===== src/rtl/decode_issue_queue.sv =====
// decode_issue_queue: RV32 decoder feeding a valid/ready issue FIFO with a registered head.
// Optional RV32M decode is enabled by defining DECODE_RVM_EN.
module decode_issue_queue #(
  parameter int XLEN  = 32,
  parameter int DEPTH = 4,
  parameter int CNT_W = $clog2(DEPTH) + 1
) (
  input  logic             clk,
  input  logic             rst_n,
  input  logic             flush,
  input  logic             hazard,
  input  logic             in_valid,
  output logic             in_ready,
  input  logic [31:0]      in_instr,
  input  logic [XLEN-1:0]  in_pc,
  output logic             out_valid,
  input  logic             out_ready,
  output logic [31:0]      out_instr,
  output logic [XLEN-1:0]  out_pc,
  output logic [39:0]      out_ctrl,
  output logic [CNT_W-1:0] count,
  output logic             locked
);
  localparam int PW = $clog2(DEPTH);
  logic [31:0]      r_instr_q [DEPTH];
  logic [XLEN-1:0]  r_pc_q    [DEPTH];
  logic [39:0]      r_ctrl_q  [DEPTH];
  logic [PW-1:0]    r_wr, r_rd;
  logic [CNT_W-1:0] r_count;
  logic             r_locked;
  logic [31:0]      r_out_instr;
  logic [XLEN-1:0]  r_out_pc;
  logic [39:0]      r_out_ctrl;
  logic [6:0] w_op, w_f7;
  logic [4:0] w_rd, w_rs1;
  logic [2:0] w_f3;
  logic [2:0] w_alu, w_mul, w_div, w_st, w_csel;
  logic [4:0] w_ld;
  logic [3:0] w_cmp;
  logic w_br, w_mr, w_mw, w_rw, w_src, w_cmpf, w_auipc, w_lui, w_jal, w_jalr;
  logic w_cw, w_cr, w_tr, w_mi, w_di, w_ill;
  logic [39:0] w_dec;
  logic w_in_ready, w_push, w_out_valid, w_pop;
  logic [PW-1:0] w_rd_nxt;
  logic [CNT_W-1:0] w_cnt_nxt;
  function automatic logic [2:0] f_alu(input logic [2:0] f3, input logic alt);
    f_alu = f3 == 3'b000 ? {2'b00, alt} : f3 == 3'b001 ? 3'b101 : f3[2:1] == 2'b01 ? 3'b001 :
            f3 == 3'b100 ? 3'b100 : f3 == 3'b101 ? {2'b11, alt} : f3 == 3'b110 ? 3'b011 : 3'b010;
  endfunction
  assign w_op  = in_instr[6:0];
  assign w_rd  = in_instr[11:7];
  assign w_f3  = in_instr[14:12];
  assign w_rs1 = in_instr[19:15];
  assign w_f7  = in_instr[31:25];
  always_comb begin
    w_alu = '0; w_mul = '0; w_div = '0; w_st = '0; w_ld = '0; w_cmp = '0; w_csel = '0;
    w_br = 1'b0; w_mr = 1'b0; w_mw = 1'b0; w_rw = 1'b0; w_src = 1'b0; w_cmpf = 1'b0;
    w_auipc = 1'b0; w_lui = 1'b0; w_jal = 1'b0; w_jalr = 1'b0;
    w_cw = 1'b0; w_cr = 1'b0; w_tr = 1'b0; w_mi = 1'b0; w_di = 1'b0; w_ill = 1'b0;
    case (w_op)
      7'b0110011: begin
        w_rw = 1'b1;
        if (w_f7 == 7'h01) begin
`ifdef DECODE_RVM_EN
          w_mi  = !w_f3[2];
          w_di  = w_f3[2];
          w_mul = w_f3[2] ? 3'd0 : {1'b0, w_f3[1:0]} + 3'd1;
          w_div = w_f3[2] ? {1'b0, w_f3[1:0]} + 3'd1 : 3'd0;
`else
          w_ill = 1'b1;
`endif
        end else begin
          w_ill  = !(w_f7 == 7'h00 || (w_f7 == 7'h20 && (w_f3 == 3'b000 || w_f3 == 3'b101)));
          w_alu  = f_alu(w_f3, w_f7[5]);
          w_cmpf = w_f3[2:1] == 2'b01;
          w_cmp  = w_cmpf ? {2'b00, w_f3[0], !w_f3[0]} : 4'd0;
        end
      end
      7'b0010011: begin
        w_rw   = 1'b1;
        w_src  = 1'b1;
        w_ill  = (w_f3 == 3'b001 && w_f7 != 7'h00) || (w_f3 == 3'b101 && w_f7 != 7'h00 && w_f7 != 7'h20);
        w_alu  = f_alu(w_f3, w_f3 == 3'b101 && w_f7[5]);
        w_cmpf = w_f3[2:1] == 2'b01;
        w_cmp  = w_cmpf ? {w_f3[0], !w_f3[0], 2'b00} : 4'd0;
      end
      7'b0000011: begin
        w_rw  = 1'b1;
        w_mr  = 1'b1;
        w_src = 1'b1;
        w_ld  = w_f3 == 3'b000 ? 5'd1 : w_f3 == 3'b001 ? 5'd2 : w_f3 == 3'b010 ? 5'd4 :
                w_f3 == 3'b100 ? 5'd8 : w_f3 == 3'b101 ? 5'd16 : 5'd0;
        w_ill = w_ld == 5'd0;
      end
      7'b0100011: begin
        w_mw  = 1'b1;
        w_src = 1'b1;
        w_st  = w_f3 == 3'b000 ? 3'd1 : w_f3 == 3'b001 ? 3'd2 : w_f3 == 3'b010 ? 3'd4 : 3'd0;
        w_ill = w_st == 3'd0;
      end
      7'b1100011: begin
        w_br  = 1'b1;
        w_alu = 3'b001;
        w_ill = w_f3[2:1] == 2'b01;
      end
      7'b0110111: begin w_lui = 1'b1; w_rw = 1'b1; w_src = 1'b1; end
      7'b0010111: begin w_auipc = 1'b1; w_rw = 1'b1; w_src = 1'b1; end
      7'b1101111: begin w_jal = 1'b1; w_rw = 1'b1; end
      7'b1100111: begin w_jalr = 1'b1; w_rw = 1'b1; w_src = 1'b1; w_ill = w_f3 != 3'b000; end
      7'b0001111: w_ill = w_f3 != 3'b000;
      7'b1110011: begin
        if (w_f3 == 3'b000) begin
          w_tr  = in_instr[31:7] == 25'h0604000;
          w_ill = !w_tr;
        end else begin
          w_ill  = w_f3 == 3'b100;
          w_csel = w_f3;
          w_rw   = 1'b1;
          w_cw   = w_f3[1:0] == 2'b01 || w_rs1 != 5'd0;
          w_cr   = w_f3[1:0] != 2'b01 || w_rd != 5'd0;
        end
      end
      default: w_ill = 1'b1;
    endcase
  end
  // An illegal word carries only the illegal flag so no side effect can leak downstream.
  assign w_dec = w_ill ? {1'b1, 39'd0} :
    {1'b0, w_di, w_mi, w_tr, w_cr, w_cw, w_csel, w_jalr, w_jal, w_lui, w_auipc, w_cmpf, w_src,
     w_rw && w_rd != 5'd0, w_mw, w_mr, w_br, w_cmp, w_ld, w_st, w_div, w_mul, w_alu};
  assign w_in_ready  = rst_n && !flush && !r_locked && r_count != CNT_W'(DEPTH);
  assign w_push      = in_valid && w_in_ready && in_instr != 32'h0;
  assign w_out_valid = r_count != '0 && !hazard && !flush;
  assign w_pop       = w_out_valid && out_ready;
  assign w_rd_nxt    = r_rd + PW'(w_pop);
  assign w_cnt_nxt   = r_count + CNT_W'(w_push) - CNT_W'(w_pop);
  always_ff @(posedge clk) begin
    if (!rst_n || flush) begin
      r_wr     <= '0;
      r_rd     <= '0;
      r_count  <= '0;
      r_locked <= 1'b0;
    end else begin
      r_wr     <= r_wr + PW'(w_push);
      r_rd     <= w_rd_nxt;
      r_count  <= w_cnt_nxt;
      r_locked <= r_locked || (w_push && w_dec[39]);
    end
  end
  always_ff @(posedge clk) begin
    if (w_push) begin
      r_instr_q[r_wr] <= in_instr;
      r_pc_q[r_wr]    <= in_pc;
      r_ctrl_q[r_wr]  <= w_dec;
    end
  end
  // The head register is preloaded with the next head; an empty queue takes the word being pushed.
  always_ff @(posedge clk) begin
    if (!rst_n) begin
      r_out_instr <= '0;
      r_out_pc    <= '0;
      r_out_ctrl  <= '0;
    end else if (!flush && w_cnt_nxt != '0) begin
      r_out_instr <= r_count == CNT_W'(w_pop) ? in_instr : r_instr_q[w_rd_nxt];
      r_out_pc    <= r_count == CNT_W'(w_pop) ? in_pc    : r_pc_q[w_rd_nxt];
      r_out_ctrl  <= r_count == CNT_W'(w_pop) ? w_dec    : r_ctrl_q[w_rd_nxt];
    end
  end
  assign in_ready  = w_in_ready;
  assign out_valid = w_out_valid;
  assign out_instr = r_out_instr;
  assign out_pc    = r_out_pc;
  assign out_ctrl  = r_out_ctrl;
  assign count     = r_count;
  assign locked    = r_locked;
endmodule


===== config.mk =====
export PLATFORM = sky130hd
export DESIGN_NAME = decode_issue_queue
export DESIGN_NICKNAME = d
export VERILOG_FILES = /design/src/rtl/decode_issue_queue.sv
export SDC_FILE = /design/constraint.sdc
export NUM_CORES = 1
export LEC_CHECK = 0
export ABC_AREA = 1
export BUFFER_PORTS_ARGS = -buffer_cell sky130_fd_sc_hd__buf_2
export CAP_MARGIN = 40
export CORE_ASPECT_RATIO = 1.4
export CORE_MARGIN = 2
export CORE_UTILIZATION = 59
export DETAILED_ROUTE_END_ITERATION = 8
export MAX_ROUTING_LAYER = met4
export PLACE_DENSITY_LB_ADDON = 0.15
export SETUP_SLACK_MARGIN = 0.1
export SLEW_MARGIN = 20
export SYNTH_ARGS = -nofsm -noshare
export SYNTH_HDL_FRONTEND = slang
export SYNTH_SLANG_ARGS = --single-unit

===== constraint.sdc =====
create_clock -name clk -period 9.2 [get_ports clk]
set_input_delay 1.84 -clock clk [delete_from_list [all_inputs] [get_ports clk]]
set_output_delay 1.84 -clock clk [all_outputs]
set_load 0.05 [all_outputs]

# After elaboration in Yosys (flattened, before gate mapping)
# Memories as Yosys holds them, arrays and structs flattened.
# Cells that the tools add are included.
op_classes:
  n_eq_ne: 25
  muxes: 56
  add_sub_neg: 4
  reduce_logical: 45
op_table:
  columns: ["op", "count"]
  rows:
  - ["40-bit 2-to-1 mux", 2]
  - ["32-bit 2-to-1 mux", 2]
  - ["3-bit 2-to-1 mux", 17]
  - ["32-bit nonzero test", 1]
  - ["5-bit 2-to-1 mux", 6]
  - ["7-bit by 6-bit equality test with 1-bit output, second input constant", 4]
  - ["7-bit equality test, second input constant", 4]
  - ["25-bit by 23-bit equality test with 1-bit output, second input constant", 1]
  - ["1-bit 2-to-1 mux", 21]
  - ["1-bit logical AND", 16]
  - ["7-bit by 5-bit equality test with 1-bit output, second input constant", 2]
  - ["5-bit nonzero test", 2]
  - ["3-bit equality test, second input constant", 3]
  - ["3-bit case mux with 3 select lines", 1]
  - ["3-bit nonzero test", 3]
  - ["1-bit case mux with 8 select lines", 1]
  - ["4-bit case mux with 2 select lines", 1]
  - ["7-bit by 1-bit equality test with 1-bit output, second input constant", 1]
  - ["7-bit by 2-bit equality test with 1-bit output, second input constant", 1]
  - ["7-bit by 4-bit equality test with 1-bit output, second input constant", 1]
  - ["1-bit zero test", 7]
  - ["7-bit zero test", 1]
  - ["1-bit logical OR", 7]
  - ["7-bit by 6-bit != test with 1-bit output, second input constant", 1]
  - ["19 further kinds", 24]
word_totals:
  register_bits: 112
  word_cells: 140
  mem_bits_rw: 416
  inputBits: 70
  mem_count: 3
memory_table:
  columns: ["memory", "words", "word_bits", "rd", "rd_ports_with_merged_regs", "wr", "line_no", "rtl"]
  rows:
  - ["r_ctrl_q", 4, 40, 1, 0, 1, "27", "logic [39:0] r_ctrl_q [DEPTH];"]
  - ["r_instr_q", 4, 32, 1, 0, 1, "25", "logic [31:0] r_instr_q [DEPTH];"]
  - ["r_pc_q", 4, 32, 1, 0, 1, "26", "logic [XLEN-1:0] r_pc_q [DEPTH];"]

# Depth between registers and ports, before layout
# Gate-level depths: netlist of the first run.
depth:
  depth_word: 12
  ltp_mapped: 22
  depth_no_buf: 19

# Least setup slack after synthesis of the first run
# No wires, ideal clock.
synth_timing:
  path_type: "input port to flip-flop"
  from: "in rst_n"
  to: "mem r_ctrl_q[0][0] (enable)"
  setup_slack_ns: 1.138
  required_time_ns: 8.649
  n_path_buf: 1
  stages: 8
  arrival_time_ns: 7.510
  cell_sequence: "buf_2 nand2_2 a311oi_2 nand2_1 nor2_2 inv_1 or2_1 nor2_1"
synth_between:
  elab_chain_len: 7
synth_lines:
  columns: ["item", "line_no", "rtl"]
  rows:
  - ["start: declaration", "9", "input logic rst_n,"]
  - ["1-bit logical AND (3 in series)", "130", "assign w_in_ready = rst_n && !flush && !r_locked && r_count != CNT_W'(DEPTH);"]
  - ["via in_ready", "13", "output logic in_ready,"]
  - ["1-bit logical AND (2 in series)", "131", "assign w_push = in_valid && w_in_ready && in_instr != 32'h0;"]
  - ["1-bit 2-to-1 mux", "150", "if (w_push) begin"]
  - ["1-bit 2-to-1 mux (not written as such)", "153", "r_ctrl_q[r_wr] <= w_dec;"]
  - ["end: declaration", "27", null]
# The timed path passes the listed nets, and every way through them passes these cells.

# Final worst setup path of the first run
layout_timing:
  from: "in in_instr[6]"
  to: "reg r_out_pc[7] (netlist: out_pc[7])"
layout_between:
  elab_chain_len: 6
layout_lines:
  columns: ["item", "line_no", "rtl"]
  rows:
  - ["start: declaration", "14", "input logic [31:0] in_instr,"]
  - ["32-bit nonzero test", "131", null]
  - ["1-bit logical AND", "131", null]
  - ["3-bit by 1-bit adder with 3-bit output", "135", "assign w_cnt_nxt = r_count + CNT_W'(w_push) - CNT_W'(w_pop);"]
  - ["3-bit by 1-bit subtractor with 3-bit output", "135", null]
  - ["3-bit nonzero test", "162", "end else if (!flush && w_cnt_nxt != '0) begin"]
  - ["1-bit logical AND", "162", null]
  - ["end signal: assignment", "164", "r_out_pc <= r_count == CNT_W'(w_pop) ? in_pc : r_pc_q[w_rd_nxt];"]
  - ["end: declaration", "32", "logic [XLEN-1:0] r_out_pc;"]
# Every way passes these cells.
# A chain may end at the register's enable or synchronous reset.

==> impl_metrics.toml, run 1 <==
[die]
io_pins = 180
die-height_um = 224
rows = 80
dieArea_mm2 = 0.0361
start_util = 0.599
die_w_um = 161
core_mm2 = 0.0340

[timing]
rsz0062_at_grt = "false"
fin_crit_ps = 5840
tightest_slew_ps = 874
max_slew_margin = 0.418
finalSetupTns_ps = 0
finalMaxSlewViolations = 0
clock_skew_ps = 17.3
final_hold_viol_count = 0
post-route-period-util = 0.635
clock.fmax_ghz = 0.171
setup_violations = 0

[route]
drc = 0
finalWirelength_um = 50400
routedWlPerCell_um = 19.5
drtIter0Drc = 1434
wl_met2_um = 26400
vias = 14800
top_layer_used = "met4"
drtAntennaViolNets = 0
wl_met3_um = 3160
first_pass_iters = 6
routed_via_density = 5.71
met1Wirelength_um = 19400

[setup_path]
cp-start-kind = "input pin"
crit_chain = "buf_2 -> inv_1 -> nand2_1 -> nor2_1 -> nand3_1 -> nor3_1 -> nor2_2 -> inv_1 -> ha_1 -> inv_1 -> ha_1 -> fa_1 -> xor2_1 -> inv_2 -> nand3_1 -> nand2_2 -> inv_6 -> buf_4 -> nand3_1 -> o211ai_1 -> inv_1"
reg2regPathDepth = 18
critPathBufInv = 8
timing.critical_path.max_delay_family = "buffers and inverters"
critPathMaxStageDelay_ps = 710
crit_top_cell = "inv_1"
worst-path-max-fanout = 100
critPathRequiredTime_ps = 9640
critPathCaptureType = "flop"
criticalPathCategory = "input pin to flop"
r2r-end = "out_pc[7]"
r2r_setup_slack_ps = 4720
worst_path_max_delay_cell = "inv_6"
r2r-start = "count[1]"
cp.arrival_ps = 6280

[power]
total_power_uw = 4720
pwr_density_cell_mw_per_mm2 = 203
p_leak_uw = 0.00937
peakVddDrop_v = 0.000157

[placed_design]
hpwlAfterDp_um = 30200
io_buffers = 171
gp_congestion = 0.949

[synth]
synth_cells = 1971
ys_seq_area_frac = 0.668
ys_warn_count = 0
synth.distinct_cells = 37
syn_area_per_cell_um2 = 10.3
syn_area_mm2 = 0.0204
synth-seq-cells = 488

[worst_hold_path]
hp-start = "out_ctrl[16]"
hold_depth = 2
min_to = "out_ctrl[16]"
hold_path_class = "flop to flop"

[grt]
overflow = 0
grtUsageTotal = 0.288
first_global_vias = 14500
antenna_found_initial = 4
grt_max_degree = 101
grt_pass1_wl_um = 78300

[final_layout]
final-seq-area_mm2 = 0.0136
nFillCells = 2598
multiInputGateArea_mm2 = 0.00572
nets = 2173
synthToLayoutAreaGrowth_pct = 14.0
post_route_cells_drive_above_1_share = 0.147

[clock_network]
ctsHoldBuffers = 0
insertion_delay_ps = 560
htree_levels = 2
cts_buffer_depth = 3
postCtsSetupRepairBufs = 0
cts_tree = "done"
cts_buffers = 45
cts_resized = 0
cts_root_buf = "clkbuf_16"
clk_pin_slew_worst_paths_ps = 60
cts_sinks = 488

[run_status]
status = "complete, no violations"

[job]
drv_cap = 0
## layer usage
layer,track usage,vias up
met1,0.342,7146
li1,-,7002
met3,0.0378,96
met4,0.107,0
met2,0.503,539
met5,-,-
## placed cells by master, fill, tap and decap left out, types with 35 or more instances in the layout
| master | count |
|---|---|
| inv_1 | 118 |
| dfxtp_1 | 104 |
| nor2_1 | 86 |
| edfxtp_1 | 384 |
| a21oi_1 | 35 |
| clkbuf_16 | 47 |
| o211ai_1 | 72 |
| nand2_1 | 576 |
| nand3_1 | 347 |
| buf_2 | 170 |
## report_power, final
| part | total (uW) | leakage [uW] | internal, uW | switching [uW] |
|---|---|---|---|---|
| Clock | 1950 | 0.000761 | 1160 | 796 |
| Sequential | 2430 | 0.00437 | 2410 | 22.1 |
| Combinational | 332 | 0.00423 | 76.4 | 256 |
## sequential cells by signal, indices dropped and copies added (netlist names)
name / cells
r_instr_q: 128
r_ctrl_q: 128
out_instr: 32
out_ctrl: 32
r_pc_q: 128
r_wr: 2
locked: 1
out_pc: 32
count: 3
r_rd: 2
## synthesized netlist by cell type
cell type,count,area share
o21ai_0,28,0.0069
a31oi_1,3,0.00092
nor2_4,3,0.0017
xor2_1,1,0.00043
nand4_1,11,0.0034
edfxtp_1,384,0.57
or2_1,1,0.00031
nor2_2,2,0.00061
nand2_1,576,0.11
nand3_2,1,0.00049
a311oi_2,1,0.00074
ha_1,4,0.0025
fa_1,1,0.00098
nand2_2,6,0.0018
nand3b_1,1,0.00037
buf_2,35,0.0086
nor4_1,4,0.0012
inv_1,119,0.022
inv_2,17,0.0031
buf_6,6,0.0033
conb_1,1,0.00018
nor2_1,90,0.017
buf_1,5,0.00092
nand3_1,347,0.085
xnor2_2,1,0.00080
clkbuf_1,68,0.013
nor3_1,16,0.0039
nor3b_1,1,0.00037
buf_4,12,0.0044
nor4_2,1,0.00061
o31ai_1,7,0.0026
nor3_2,4,0.0020
a21oi_1,35,0.0086
xnor2_1,2,0.00086
o211ai_1,72,0.027
clkinv_2,1,0.00025
dfxtp_1,104,0.10
## kinds of logic after synthesis
kind of cell             synth area share
other                            0.000184
adder cells (fa/ha/maj)           0.00344
flip-flops                          0.668
AO/OA/AOI/OAI                      0.0462
buffers and inverters              0.0551
AND/OR/NAND/NOR                     0.225
XOR/XNOR                          0.00209
## worst reg2reg max path: stages, from the launching register on
cell and delay (ps):
dfxtp_1 400, inv_2 80, a311oi_2 260, nand2_1 130, nor2_2 190, inv_1 70
ha_1 270, inv_1 40, ha_1 190, fa_1 400, xor2_1 190, inv_2 50
nand3_1 80, nand2_2 340, inv_6 720, buf_4 650, nand3_1 150, o211ai_1 110
inv_1 60
## metrics by stage
step / hold WS (ps) / util / area (um^2) / cells / setup WS (ps)
floorplan: 519 / - / 20400 / 1978 / 1140
global placement: 459 / 0.629 / 21400 / 2492 / 2970
detailed placement: 457 / 0.636 / 21700 / 2502 / 2870
CTS: 466 / 0.682 / 23200 / 2586 / 3440
global route: 489 / 0.682 / 23200 / 2590 / 2960
finish: 462 / 0.682 / 23200 / 2590 / 3360
## how the worst max path moves through the flow
stage | start | cells after the start | to
after floorplan | rst_n | 8 | r_ctrl_q[0][0]
after global placement | in_instr[25] | 21 | out_pc[4]
after detailed placement | in_instr[6] | 21 | out_pc[7]
after CTS | in_instr[6] | 21 | out_pc[7]
after global routing | in_instr[25] | 21 | out_instr[19]
final | in_instr[6] | 21 | out_pc[7]
## final cells by class
type                    instances  area share
flip-flops and latches        488       0.586
inverters                     137      0.0227
well taps                     451      0.0243
diodes                          4    0.000431
repair buffers                199      0.0530
clock inverters                27      0.0135
multi-input cells            1227       0.246
clock buffers                  57      0.0536
No activity file was read; power rests on OpenSTA's default activity.
==> inputs of run 2 (changes only) <==
--- a/config.mk
+++ b/config.mk
@@ -10,7 +10,7 @@
 export CAP_MARGIN = 40
 export CORE_ASPECT_RATIO = 1.4
 export CORE_MARGIN = 2
-export CORE_UTILIZATION = 59
+export CORE_UTILIZATION = 54
 export DETAILED_ROUTE_END_ITERATION = 8
 export MAX_ROUTING_LAYER = met4
 export PLACE_DENSITY_LB_ADDON = 0.15
==> constraint.sdc (replaced) <==
create_clock -name clk -period 5.07 [get_ports clk]
set_input_delay 1.014 -clock clk [delete_from_list [all_inputs] [get_ports clk]]
set_output_delay 1.014 -clock clk [all_outputs]
set_load 0.05 [all_outputs]
==> impl_metrics.toml, run 2 (synthesized netlist as in run 1, its figures left out) <==
[grt]
antenna_found_initial = 5
grtUsageTotal = 0.266
grt_max_degree = 131
overflow = 0
first_global_vias = 14100
grt_pass1_wl_um = 78500

[clock_network]
cts_resized = 0
cts_root_buf = "clkbuf_16"
cts_buffers = 47
ctsHoldBuffers = 0
postCtsSetupRepairBufs = 0
cts_tree = "done"
clk_pin_slew_worst_paths_ps = 60
cts_sinks = 488
cts_buffer_depth = 3
insertion_delay_ps = 560
htree_levels = 2

[placed_design]
io_buffers = 171
gp_congestion = 0.912
hpwlAfterDp_um = 30500

[final_layout]
layout_commonest_cell = "nand2_1"
synthToLayoutAreaGrowth_pct = 14.4
reg.largest.list = "r_ctrl_q x128, r_instr_q x128, r_pc_q x128"
final_cell_mix = "576 x nand2_1, 384 x edfxtp_1, 347 x nand3_1"
post_route_cells_drive_above_1_share = 0.147
nets = 2181

[timing]
clock.fmax_ghz = 0.251
clock_skew_ps = 9.23
max_slew_margin = 0.441
rsz0062_at_grt = "false"
final_hold_viol_count = 0
finalMaxSlewViolations = 0
setup_violations = 0
fin_hold_ws_ps = 467
fin_crit_ps = 3990
post-route-period-util = 0.787
tightest_slew_ps = 838

[route]
vias = 14900
finalWirelength_um = 51400
drtAntennaViolNets = 0
drc = 0
drtIter0Drc = 1501
first_pass_iters = 5
routedWlPerCell_um = 19.6
routed_via_density = 5.67

[power]
peakVddDrop_v = 0.000263
p_leak_uw = 0.00939
total_power_uw = 8650
pwr_density_cell_mw_per_mm2 = 371

[worst_hold_path]
hold_path_class = "flop to flop"
hold_depth = 2
min_to = "out_ctrl[14]"
hp-start = "out_ctrl[14]"

[die]
die-height_um = 234
die_w_um = 168
io_pins = 180
rows = 84
core_mm2 = 0.0374
start_util = 0.544
dieArea_mm2 = 0.0393

[setup_path]
worst-path-max-fanout = 45
reg2regPathDepth = 18
critPathCaptureType = "flop"
cp-start-kind = "input pin"
r2r-end = "out_pc[12]"
critPathRequiredTime_ps = 5520
r2r-start = "count[1]"
criticalPathCategory = "input pin to flop"
cp.arrival_ps = 4430
r2r_setup_slack_ps = 1520

[run_status]
status = "complete, no violations"

[job]
drv_cap = 0
-- run 2: power by group --
group	switching [uW]	internal, uW
clock network	1450	2180
logic	469	145
registers	36.0	4370
total	1950	6700
-- run 2: layout make-up --
| type | instances | area, um^2 |
|---|---|---|
| clock inverters | 23 | 287 |
| repair buffers | 205 | 1230 |
| diodes | 5 | 12.5 |
| fillers | 2998 | 14100 |
| flip-flops and latches | 488 | 13600 |
| inverters | 137 | 528 |
| well taps | 473 | 592 |
| multi-input cells | 1227 | 5720 |
| clock buffers | 64 | 1320 |
-- run 2: layer usage --
metal	track usage	up-vias	share of wire
met3	0.0327	92	0.054
met5	-	-	0
li1	-	7038	-
met1	0.324	7234	0.41
met4	0.102	0	0.033
met2	0.459	509	0.51
-- run 2: critical path, stage by stage --
cell	delay, ps
buf_2	190
inv_2	140
nand2_2	80
nor2_4	190
nand4_1	120
nor3_1	420
nor2_2	120
inv_1	100
ha_1	130
inv_1	40
ha_1	190
fa_1	400
xor2_1	190
inv_2	50
nand3_1	70
nand2_2	90
inv_6	320
buf_12	270
nand3_1	110
o211ai_1	100
inv_1	50
-- run 2: worst max path at each step --
stage / startpoint / to / cells past startpoint
3_5_place_dp: in_instr[25] / out_instr[11] / 21
5_1_grt: in_instr[12] / out_pc[12] / 21
6_report: in_instr[12] / out_pc[12] / 21
2_1_floorplan: rst_n / r_ctrl_q[2][0] / 8
3_3_place_gp: in_instr[25] / out_instr[15] / 21
4_1_cts: in_instr[25] / out_instr[11] / 21
-- run 2: stage by stage --
step	TNS (ps)	setup slack [ps]	instances	instance area, um^2	util
floorplan	-108490	-565	1978	20400	-
global placement	0	555	2528	21600	0.578
detailed placement	0	476	2529	21700	0.579
CTS	0	1060	2616	23300	0.622
global route	0	759	2622	23300	0.623
finish	0	1080	2622	23300	0.623
==> inputs of run 3 (changes only) <==
--- a/config.mk
+++ b/config.mk
@@ -10,7 +10,7 @@
 export CAP_MARGIN = 40
 export CORE_ASPECT_RATIO = 1.4
 export CORE_MARGIN = 2
-export CORE_UTILIZATION = 54
+export CORE_UTILIZATION = 59
 export DETAILED_ROUTE_END_ITERATION = 8
 export MAX_ROUTING_LAYER = met4
 export PLACE_DENSITY_LB_ADDON = 0.15
==> constraint.sdc (replaced) <==
create_clock -name clk -period 3.9 [get_ports clk]
set_input_delay 0.78 -clock clk [delete_from_list [all_inputs] [get_ports clk]]
set_output_delay 0.78 -clock clk [all_outputs]
set_load 0.05 [all_outputs]
==> impl_metrics.toml, run 3 (synthesized netlist as in run 1, its figures left out) <==
[grt]
grt_pass1_wl_um = 79400
grtUsageTotal = 0.293
antenna_found_initial = 1
first_global_vias = 14500
overflow = 0
grt_max_degree = 123

[die]
start_util = 0.599
rows = 80
core_mm2 = 0.0340
dieArea_mm2 = 0.0361
die-height_um = 224
io_pins = 180
die_w_um = 161

[worst_hold_path]
hold_depth = 1
hp-start = "in_pc[2]"
hold_path_class = "input pin to flop"

[placed_design]
post-place-ws_ps = 9.46
dpl.cell_count = 2523
gp_congestion = 0.916
dpl_cell_area_mm2 = 0.0219
hpwlAfterDp_um = 30000
io_buffers = 171

[timing]
rsz0062_at_grt = "false"
clock_skew_ps = 21.4
post-route-period-util = 0.874
setup_ws_ps = 493
fin_crit_ps = 3410
setup_violations = 0
max_slew_margin = 0.445
clock.fmax_ghz = 0.294
tightest_slew_ps = 832
final_hold_viol_count = 0
fin_hold_ws_ps = 443
finalMaxSlewViolations = 0

[power]
p_leak_uw = 0.00944
pwr-share-comb = 0.074
power.share.sequential = 0.521
intPower_uw = 8460
pwr_density_cell_mw_per_mm2 = 471
sw_frac_of_total = 0.230
total_power_uw = 11000
clockPowerShare = 0.404
switching_power_uw = 2530
peakVddDrop_v = 0.000374

[clock_network]
cts_buffers = 45
postCtsSetupRepairBufs = 0
cts_buffer_depth = 3
cts_sinks = 488
ctsHoldBuffers = 0
htree_levels = 2
insertion_delay_ps = 560
clk_pin_slew_worst_paths_ps = 60
cts_tree = "done"
cts_root_buf = "clkbuf_16"
cts_resized = 0

[route]
drtAntennaViolNets = 0
vias = 15000
first_pass_iters = 8
routedWlPerCell_um = 19.6
drc = 0
drtIter0Drc = 1417
finalWirelength_um = 51200
routed_via_density = 5.74

[setup_path]
critPathCaptureType = "flop"
cp-start-kind = "input pin"
worstSetupStartpoint = "in_instr[25]"
worst-path-max-fanout = 56
cp.arrival_ps = 3840
criticalPathCategory = "input pin to flop"
r2r-start = "count[1]"
critPathRequiredTime_ps = 4340
reg2regPathDepth = 18

[final_layout]
post_route_cells_drive_above_1_share = 0.154
nets = 2194
design_area_mm2 = 0.0234
final_cells = 2610
final_cell_mix = "576 x nand2_1, 384 x edfxtp_1, 347 x nand3_1"
reg.largest.list = "r_ctrl_q x128, r_instr_q x128, r_pc_q x128"
synthToLayoutAreaGrowth_pct = 14.7
layout_commonest_cell = "nand2_1"

[job]
drv_cap = 0

[run_status]
status = "complete, no violations"
run 3: final timing paths:
check                  end  slack, ps
min           r_pc_q[2][2]        440
max          out_instr[19]        490
max reg2reg  out_instr[19]        560
min reg2reg   out_ctrl[16]        460
run 3: per-layer routing:
metal | share of wire | track usage | wire length, um
met5 | 0 | - | 0
met2 | 0.50 | 0.492 | 25700
met3 | 0.069 | 0.0372 | 3560
met1 | 0.39 | 0.363 | 20100
met4 | 0.036 | 0.120 | 1850
run 3: through the flow:
stage                     setup TNS, ps  utilization
after global routing                  0        0.686
after CTS                             0        0.686
after floorplan                  -25120            -
final                                 0        0.686
after detailed placement              0        0.642
after global placement                0        0.642
run 3: worst max-delay path, stage by stage:
cell      delay (ps)
buf_2            130
inv_1            120
nand2_1          140
nor3_1           250
nand3_1          100
nor3_1           260
nor2_2            80
inv_1             80
ha_1             130
inv_1             40
ha_2             170
fa_2             350
xor2_1           190
inv_2             50
nand3_1           80
nand2_2           80
inv_4            160
buf_12           250
nand3_1          140
o211ai_1         130
inv_1             70
run 3: cell type report:
type	count	area, um^2
Sequential cell	488	13600
Timing Repair Buffer	220	1400
Multi-Input combinational cell	1227	5750
Inverter	137	527
Antenna cell	3	7.51
Clock buffer	63	1290
Clock inverter	21	205
Tap cell	451	564
Fill cell	2550	10700
run 3: power by group through the flow:
stage | clock [uW] | combinational (uW) | sequential [uW]
global placement | 0 | 799 | 5840
detailed placement | 0 | 814 | 5850
floorplan | 0 | 326 | 6060
global route | 4660 | 878 | 5740
finish | 4450 | 818 | 5730
CTS | 4490 | 818 | 5730
